--- src/rtl/fir_symmetric_stream.sv ---
// ---------------------------------------------------------------------------
// fir_symmetric_stream
//
// Linear-phase (symmetric, odd-length) FIR filter with a valid/ready
// streaming interface. A single pre-add / multiply / accumulate datapath is
// time-multiplexed over the HALF unique coefficients, so each sample costs
// HALF+2 cycles: HALF MAC cycles, one FINAL cycle that rounds and saturates,
// and one OUT cycle in which the result is handed downstream (the next
// sample can be accepted on that same cycle).
//
// Ports
//   clk           sole clock, rising edge
//   reset         asynchronous, active-high; clears all state
//   in_valid      in_data valid
//   in_ready      block accepts a sample this cycle (0 while reset is high)
//   in_data       signed input sample
//   out_valid     out_data valid; held until out_ready
//   out_ready     downstream accepts out_data
//   out_data      signed filtered, rounded, saturated sample
//   coef_wr_en    coefficient write strobe
//   coef_wr_addr  coefficient index 0..CENTER
//   coef_wr_data  signed coefficient, Q(COEF_WIDTH-FRAC_BITS).FRAC_BITS
//   coef_wr_ack   registered one-cycle pulse: write performed
//   sat           sticky: some output has been clamped since reset
// ---------------------------------------------------------------------------
module fir_symmetric_stream #(
    parameter int TAPS       = 11,
    parameter int DATA_WIDTH = 16,
    parameter int COEF_WIDTH = 16,
    parameter int FRAC_BITS  = 8,
    parameter int ACC_WIDTH  = 40
) (
    input  logic                                 clk,
    input  logic                                 reset,
    input  logic                                 in_valid,
    output logic                                 in_ready,
    input  logic signed [DATA_WIDTH-1:0]         in_data,
    output logic                                 out_valid,
    input  logic                                 out_ready,
    output logic signed [DATA_WIDTH-1:0]         out_data,
    input  logic                                 coef_wr_en,
    input  logic [$clog2((TAPS+1)/2)-1:0]        coef_wr_addr,
    input  logic signed [COEF_WIDTH-1:0]         coef_wr_data,
    output logic                                 coef_wr_ack,
    output logic                                 sat
);

    localparam int HALF   = (TAPS + 1) / 2;
    localparam int CENTER = HALF - 1;
    localparam int AW     = $clog2(HALF);
    localparam int XW     = $clog2(TAPS);
    // Full-precision product width: (DATA_WIDTH+1)-bit pre-sum times coefficient.
    localparam int PW     = DATA_WIDTH + COEF_WIDTH + 1;

    localparam logic [1:0] StIdle  = 2'd0;
    localparam logic [1:0] StMac   = 2'd1;
    localparam logic [1:0] StFinal = 2'd2;
    localparam logic [1:0] StOut   = 2'd3;

    localparam logic [AW-1:0] CenterIdx = AW'(CENTER);

    localparam logic signed [COEF_WIDTH-1:0] CoefUnity = COEF_WIDTH'(1) << FRAC_BITS;

    // Half an output LSB, added before the arithmetic shift: round half up.
    localparam logic signed [ACC_WIDTH-1:0] RoundBias = ACC_WIDTH'(1) << (FRAC_BITS - 1);
    localparam logic signed [ACC_WIDTH-1:0] YMax =
        (ACC_WIDTH'(1) << (DATA_WIDTH - 1)) - ACC_WIDTH'(1);
    localparam logic signed [ACC_WIDTH-1:0] YMin = ~YMax;

    // -----------------------------------------------------------------------
    // State
    // -----------------------------------------------------------------------
    logic [1:0]                   state_q, state_d;
    logic [AW-1:0]                k_q, k_d;
    logic signed [ACC_WIDTH-1:0]  acc_q, acc_d;
    logic signed [DATA_WIDTH-1:0] out_data_q, out_data_d;
    logic                         sat_q, sat_d;
    logic                         ack_q;
    logic signed [DATA_WIDTH-1:0] x_q [TAPS];
    logic signed [COEF_WIDTH-1:0] coef_q [HALF];

    logic accept;
    logic coef_wr_ok;

    // -----------------------------------------------------------------------
    // Handshake and coefficient-write qualification
    // -----------------------------------------------------------------------
    assign in_ready = !reset && ((state_q == StIdle) || ((state_q == StOut) && out_ready));
    assign accept   = in_valid && in_ready;

    // Writes are only safe while the datapath is not walking the coefficients.
    assign coef_wr_ok = coef_wr_en
                     && ((state_q == StIdle) || (state_q == StOut))
                     && (coef_wr_addr <= CenterIdx);

    assign out_valid   = (state_q == StOut);
    assign out_data    = out_data_q;
    assign sat         = sat_q;
    assign coef_wr_ack = ack_q;

    // -----------------------------------------------------------------------
    // Pre-add / multiply datapath for the current tap pair k
    // -----------------------------------------------------------------------
    logic [XW-1:0]                far_idx;
    logic signed [DATA_WIDTH-1:0] x_near;
    logic signed [DATA_WIDTH-1:0] x_far;
    logic signed [COEF_WIDTH-1:0] coef_k;
    logic signed [DATA_WIDTH:0]   pre_sum;
    logic signed [PW-1:0]         product;
    logic signed [ACC_WIDTH-1:0]  term;

    always_comb begin
        far_idx = XW'(TAPS - 1) - XW'(k_q);
        x_near  = x_q[k_q];
        x_far   = x_q[far_idx];
        coef_k  = coef_q[k_q];

        // One extra bit so the sum of two full-scale samples cannot wrap.
        // The centre tap has no mirror partner and is used alone.
        if (k_q == CenterIdx) begin
            pre_sum = {x_near[DATA_WIDTH-1], x_near};
        end else begin
            pre_sum = {x_near[DATA_WIDTH-1], x_near} + {x_far[DATA_WIDTH-1], x_far};
        end

        product = $signed({{COEF_WIDTH{pre_sum[DATA_WIDTH]}}, pre_sum})
                * $signed({{(DATA_WIDTH + 1){coef_k[COEF_WIDTH-1]}}, coef_k});

        term = {{(ACC_WIDTH - PW){product[PW-1]}}, product};
    end

    // -----------------------------------------------------------------------
    // Round half up, then clamp to the output range
    // -----------------------------------------------------------------------
    logic signed [ACC_WIDTH-1:0]  rounded;
    logic signed [ACC_WIDTH-1:0]  shifted;
    logic signed [DATA_WIDTH-1:0] y_clamped;
    logic                         y_sat;

    always_comb begin
        rounded = acc_q + RoundBias;
        shifted = rounded >>> FRAC_BITS;
        if (shifted > YMax) begin
            y_clamped = YMax[DATA_WIDTH-1:0];
            y_sat     = 1'b1;
        end else if (shifted < YMin) begin
            y_clamped = YMin[DATA_WIDTH-1:0];
            y_sat     = 1'b1;
        end else begin
            y_clamped = shifted[DATA_WIDTH-1:0];
            y_sat     = 1'b0;
        end
    end

    // -----------------------------------------------------------------------
    // FSM next state
    // -----------------------------------------------------------------------
    always_comb begin
        state_d    = state_q;
        k_d        = k_q;
        acc_d      = acc_q;
        out_data_d = out_data_q;
        sat_d      = sat_q;

        case (state_q)
            StIdle: begin
                if (accept) begin
                    state_d = StMac;
                    k_d     = '0;
                    acc_d   = '0;
                end
            end

            StMac: begin
                acc_d = acc_q + term;
                if (k_q == CenterIdx) begin
                    state_d = StFinal;
                end else begin
                    k_d = k_q + AW'(1);
                end
            end

            StFinal: begin
                out_data_d = y_clamped;
                sat_d      = sat_q | y_sat;
                state_d    = StOut;
            end

            StOut: begin
                // out_data stays put until the downstream handshake; a sample
                // offered on that cycle is taken without an idle bubble.
                if (out_ready) begin
                    if (accept) begin
                        state_d = StMac;
                        k_d     = '0;
                        acc_d   = '0;
                    end else begin
                        state_d = StIdle;
                    end
                end
            end

            default: begin
                state_d = StIdle;
            end
        endcase
    end

    // -----------------------------------------------------------------------
    // Control and result registers
    // -----------------------------------------------------------------------
    always_ff @(posedge clk or posedge reset) begin
        if (reset) begin
            state_q    <= StIdle;
            k_q        <= '0;
            acc_q      <= '0;
            out_data_q <= '0;
            sat_q      <= 1'b0;
            ack_q      <= 1'b0;
        end else begin
            state_q    <= state_d;
            k_q        <= k_d;
            acc_q      <= acc_d;
            out_data_q <= out_data_d;
            sat_q      <= sat_d;
            ack_q      <= coef_wr_ok;
        end
    end

    // -----------------------------------------------------------------------
    // Delay line: x[0] is the newest sample
    // -----------------------------------------------------------------------
    always_ff @(posedge clk or posedge reset) begin
        if (reset) begin
            for (int i = 0; i < TAPS; i++) begin
                x_q[i] <= '0;
            end
        end else if (accept) begin
            x_q[0] <= in_data;
            for (int i = 1; i < TAPS; i++) begin
                x_q[i] <= x_q[i-1];
            end
        end
    end

    // -----------------------------------------------------------------------
    // Coefficient bank; resets to a pure CENTER-sample delay
    // -----------------------------------------------------------------------
    always_ff @(posedge clk or posedge reset) begin
        if (reset) begin
            for (int i = 0; i < HALF; i++) begin
                coef_q[i] <= (i == CENTER) ? CoefUnity : '0;
            end
        end else if (coef_wr_ok) begin
            coef_q[coef_wr_addr] <= coef_wr_data;
        end
    end

endmodule

--- config.mk ---
export PLATFORM = sky130hd
export DESIGN_NAME = fir_symmetric_stream
export DESIGN_NICKNAME = d
export VERILOG_FILES = /design/src/rtl/fir_symmetric_stream.sv
export SDC_FILE = /design/constraint.sdc
export NUM_CORES = 2
export LEC_CHECK = 0
export CAP_MARGIN = 20
export CELL_PAD_IN_SITES_DETAIL_PLACEMENT = 0
export CELL_PAD_IN_SITES_GLOBAL_PLACEMENT = 1
export CORE_ASPECT_RATIO = 1.4
export CORE_MARGIN = 8
export CORE_UTILIZATION = 33
export CTS_BUF_LIST = sky130_fd_sc_hd__clkbuf_16
export CTS_CLUSTER_SIZE = 40
export DETAILED_ROUTE_END_ITERATION = 10
export MAX_ROUTING_LAYER = met4
export PLACE_DENSITY_LB_ADDON = 0.3
export SYNTH_ARGS = -nofsm -noshare
export SYNTH_HDL_FRONTEND = slang
export SYNTH_SLANG_ARGS = --single-unit
--- constraint.sdc ---
create_clock -name clk -period 13.1 [get_ports clk]
set_input_delay 2.62 -clock clk [delete_from_list [all_inputs] [get_ports clk]]
set_output_delay 2.62 -clock clk [all_outputs]
set_load 0.02 [all_outputs]
Word level (Yosys, flattened, before mapping)
Index checks and enable logic that the tools add are counted.
W data, S select, Z words.
{"block": "word_totals", "regBits": 335}
{"block": "classes", "add_sub_neg": 5, "n_mul": 1, "eq_ne": 8, "muxes": 29, "reduce_logical": 14, "bitwise_logic": 4, "n_lt_le_gt_ge": 8}
{"cell": "$mux W16", "count": 9}
{"cell": "$bmux W16 S4", "count": 2}
{"cell": "$pmux W40 S3", "count": 1}
{"cell": "$bwmux W96", "count": 1}
{"cell": "$mux W40", "count": 2}
{"cell": "$bmux W16 S3", "count": 1}
{"cell": "$demux W16 S3", "count": 1}
{"cell": "$add A40 B33 Y40", "count": 1}
{"cell": "$add A40 B9 Y40 const B", "count": 1}
{"cell": "$mul A17 B16 Y33", "count": 1}
{"cell": "$gt A32 B16 Y1 const B", "count": 1}
{"cell": "$lt A32 B16 Y1 const B", "count": 1}
{"cell": "$add A16 B16 Y17", "count": 1}
{"cell": "$mux W17", "count": 1}
{"cell": "$mux W3", "count": 3}
{"cell": "$pmux W3 S3", "count": 1}
{"cell": "$ge A4 B4 Y1 const B", "count": 2}
{"cell": "$not A3 Y4", "count": 2}
{"cell": "$pmux W2 S4", "count": 1}
{"cell": "$logic_and A1 B1 Y1", "count": 6}
{"cell": "$mux W2", "count": 3}
{"cell": "$ne A2 B2 Y1 const B", "count": 3}
{"cell": "$reduce_and A3 Y1", "count": 2}
{"cell": "$ge A4 B5 Y1 const B", "count": 1}
{"cell": "other kinds (17)", "count": 21}

Logic depth before layout (Yosys ltp)
{"block": "logic_depth", "depth_word": 10, "ltp_mapped": 45, "depth_no_buf": 39}

Worst setup path after synthesis
OpenSTA, ideal clock, no wires.
{"block": "synth_timing", "path_type": "register to register", "start": "reg k_q[1]", "end": "reg acc_q[38]", "slack_ns": 2.611, "period_less_slack_ns": 10.489, "path_buffers": 7, "path_stages_with_launch": 44, "arrival_ns": 10.359, "cell_sequence": "dfrtp_1 -> clkbuf_1 -> inv_1 -> clkbuf_1 -> clkbuf_1 -> ha_1 -> clkbuf_1 -> clkbuf_1 -> buf_1 -> mux2i_1 -> o22ai_1 -> ha_1 -> inv_1 -> fa_1 -> nor2b_1 -> o31a_1 -> o211ai_1 -> a31oi_1 -> [8 not listed] -> fa_1 -> fa_1 -> inv_1 -> fa_1 -> fa_1 -> inv_1 -> fa_1 -> inv_1 -> ha_1 -> a21oi_1 -> o21bai_1 -> a211o_1 -> a221oi_1 -> o21ai_0 -> a31oi_1 -> a21oi_1 -> a22oi_1 -> o21ai_0"}
{"block": "synth_via", "elab_chain_cells": 10, "elab_cells_between_ends": 18, "cone_classes": "add/sub: 3; mul: 1; eq/ne: 1; mux: 11; bitwise: 2"}
{"element": "start, declared", "line_no": "74", "source": "logic [AW-1:0] k_q, k_d;"}
{"element": "start signal, assigned", "line_no": "222", "source": "k_q <= k_d;"}
{"element": "$sub A4 B3 Y4", "line_no": "113", "source": "far_idx = XW'(TAPS - 1) - XW'(k_q);"}
{"element": "$not A4 Y5 (not written as such)", "line_no": "115", "source": "x_far = x_q[far_idx];"}
{"element": "$bmux W16 S4", "line_no": "115"}
{"element": "$mux W16 (not written as such) (2 in series)", "line_no": "115"}
{"element": "$add A16 B16 Y17", "line_no": "123", "source": "pre_sum = {x_near[DATA_WIDTH-1], x_near} + {x_far[DATA_WIDTH-1], x_far};"}
{"element": "$mux W17", "line_no": "120", "source": "if (k_q == CenterIdx) begin"}
{"element": "$mul A17 B16 Y33 (*)", "line_no": "127", "source": "* $signed({{(DATA_WIDTH + 1){coef_k[COEF_WIDTH-1]}}, coef_k});"}
{"element": "$add A40 B33 Y40 (*)", "line_no": "175", "source": "acc_d = acc_q + term;"}
{"element": "$pmux W40 S3 (*)", "line_no": "165", "source": "case (state_q)"}
{"element": "end signal, assigned", "line_no": "216", "source": "acc_q <= '0;"}
{"element": "end signal, assigned", "line_no": "223", "source": "acc_q <= acc_d;"}
{"element": "end, declared", "line_no": "75", "source": "logic signed [ACC_WIDTH-1:0] acc_q, acc_d;"}
Every way passes the cells marked *; elsewhere a longest branch is shown, timed or not. The select of a mux whose other input is x is not followed.
A chain may end at the register's enable or synchronous reset.

Final worst setup path
{"block": "layout_timing", "start": "reg k_q[1]", "end": "reg acc_q[39]"}
Same word-level chain as after synthesis.

==> summary.md <==
| Metric | Value |
|---|---|
| Status | completed |
| Top cell by count, worst path | fa_1 |
| Count leader, synth | nand2_1 |
| Top cell type's share of synthesized area | approximately 28% |
| Die X | 271.7 um |
| Seq/Total Area, Yosys | about 28% |
| Routed length per instance | 18.73 um |
| Synth warn | 0 |
| Residual DRC count | 0 |
| Syn avg cell area | 9.271 sq um |
| CTS root buf | clkbuf_16 |
| Clock Sinks | roughly 340 |
| CTS Hold Bufs | 0 |
| Largest net degree at the start of global routing | 108 |
| Met1 Use GR | 20.74% |
| Core Footprint | 90,970 sq um |
| Min-delay worst type | register to register |
| Cell row count | 131 |
| Clk slew on worst S/H paths | 70 ps |
| Cells after Synth | about 3,300 |
| Mapped cell area | ~30,000 sq um |
| Post-CTS Setup Inserts | 0 |
| Final TNS setup | 0 ps |
| Via density per instance | 4.865 |
| Top FF cell, synth | dfrtp_1 |
| Port Buffer Count | 59 |
| # H-tree levels | 2 |
| CP startpoint | k_q[1] |
| Slowest-stage cell, CP | a221oi_1 |
| Grt ovf | 0 |
| Clock skew | 23.97 ps |
| Area leader, netlist | dfrtp_1 |
| First-pass GRT wire length | around 140,000 um |
| CP required | about 14,000 ps |
| DRT antenna net count | 0 |
| GRT Resource Usage Total | between 15 and 20% |
| Starting Density | approximately 33% |
| Startpoint types | register |
| Die Area | a little over 100,000 sq um |
| Slew at the pin closest to its max-slew limit | ~1100 ps |
| Max frequency | around 0.084 GHz |
| PostCTS Resize Cnt | 0 |
| Ports | 60 |
| Worst-Skew Late Latency | approximately 600 ps |
| Layout cells sized above 1 | a little under a tenth |
| Worst r2r src | k_q[1] |
| Max_slew headroom | roughly a fifth |
| Synth cell count leaders | 795 x nand2_1, 497 x inv_1, 342 x fa_1 |
| Critical path capture point type | register |
| Via count | 21,835 |
| Final #Nets | about 3,800 |
| Post-synth cell types | 71 |
| DRT Pass-1 Iters | 7 |
| Total length of routed wires | 84,060 um |
| Die Height | 374.0 um |
| Period utilisation layout | 90.90% |
| TritonCTS Buffers | 38 |
| CTS tree | done |
| Worst-path maximum fanout | 30 |
| 1st-iter DRT viols | ~1,100 |
| Final Hold Vio Count | 0 |
| RSZ-0062 raised after global routing | no |
| Final setup violation count | 0 |
| Busiest grt layer | met2 |
| Initial antenna violation count | 1 |
| Fin. max-slew vios | 0 |
| Critical Path AT | 12,360 ps |
| Clock Tree Buf Depth | 3 |
| Minimum clock period | around 12,000 ps |
| Seq cells post-synth | 335 |
| Met2 Track Usage GR | slightly above 30% |
| Async S/R FF share, synth | between 90% and 100% |
| MaxCap Viol Count | 0 |
| Critical path's largest stage delay | 990 ps |
| Synth top area cells | dfrtp_1 28%, fa_1 23%, nand2_1 9.9%, inv_1 6.2%, ha_1 5.8% |
| Hold path startpoint | sat |
| Syn nets | between 3,000 and 4,000 |
| Crit path kind | register to register |
| Post-synth EDFFs | 0 |
| RD Place Congestion | ~0.86 |
| Layout area overhead | 10.64% |
| Vias in the first global route | around 23,000 |
| Post-DP HPWL | between 60,000 and 70,000 um |
| Met3 Track Usage GR | ~1.6% |
[logic make-up (layout without fill, tap and decap cells)]
kind of cell / after synthesis / count (layout) / synth area share (%)
buffers and inverters: 639 / 671 / 8.007
xor gates and xnor gates: 70 / 70 / 2.030
adders and majority gates: 481 / 481 / 28.43
AOI/OAI and AO/OA: 375 / 375 / 7.813
and+or+nand+nor: 1129 / 1129 / 15.25
other: 0 / 1 / 0
DFF: 335 / 335 / 27.76
muxes: 229 / 229 / 10.71
[layout by cell type, fill, tap and decap left out, types with 59 or more instances in the layout]
| master | count |
|---|---|
| nand2_1 | 794 |
| inv_1 | 506 |
| fa_1 | 342 |
| dfrtp_1 | 331 |
| nor2_1 | 203 |
| ha_1 | 138 |
| mux2_2 | 114 |
| a21oi_1 | 106 |
| o21ai_0 | 83 |
| mux4_2 | 64 |
| clkdlybuf4s50_1 | 59 |
[metrics by stage]
step / utilization [%] / instances / setup slack (ps) / instance area [sq um] / hold slack (ps)
finish: 36.73 / 4488 / 1191 / 33420 / 453.4
global route: 36.73 / 4487 / 519.4 / 33410 / 492.5
CTS: 36.72 / 4486 / 1118 / 33400 / 460.4
detailed placement: 35.34 / 4418 / 1174 / 32150 / 449.6
global placement: 35.34 / 4417 / 1231 / 32140 / 438.8
floorplan: - / 3258 / 1200 / 30200 / 445.5
[state kept, by name, summed over array words and instances (netlist names)]
register / flops
x_q: 176
coef_q: 96
acc_q: 40
out_data: 16
k_q: 3
state_q: 2
coef_wr_ack: 1
sat: 1
[critical path, delay by kind of cell (launching register included)]
kind                     cells  cell delay [ps]
adder cells (fa/ha/maj)      9             4210
AO/OA/AOI/OAI               10             3420
XOR/XNOR                     3              980
flip-flops                   1              910
AND/OR/NAND/NOR              4              880
buffers and inverters        6              660
multiplexers                 2              650
[layer usage]
layer  share of wire, %  routed length [um]  vias up
met5                  0                   0        -
met4                2.6                2150        0
met3                2.8                2345      123
met2                 52               43800      331
met1                 43               35770    11026
li1                   -                   -    10355
[layout make-up]
type / instances / area [sq um]
inverters: 499 / 1881
clock buffers: 38 / 950.9
diodes: 1 / 2.502
fillers: 9282 / 57550
well taps: 1197 / 1498
clock inverters: 30 / 296.5
repair buffers: 104 / 948.4
flip-flops and latches: 335 / 8391
multi-input cells: 2284 / 19450
[final timing paths]
check | endpoint | cells after the start | slack (ps)
worst max-delay path | acc_q[39] | 34 | 1190
worst min-delay path | sat | 1 | 450
worst max register to register | acc_q[39] | 34 | 1190
worst min register to register | sat | 1 | 450
max in group asynchronous | out_data[1] | 3 | 9140
min in group asynchronous | x_q[166] | 2 | 2570
Power is not shown: default switching activity piles up to over one toggle a cycle in this logic, so the estimate is an artifact.
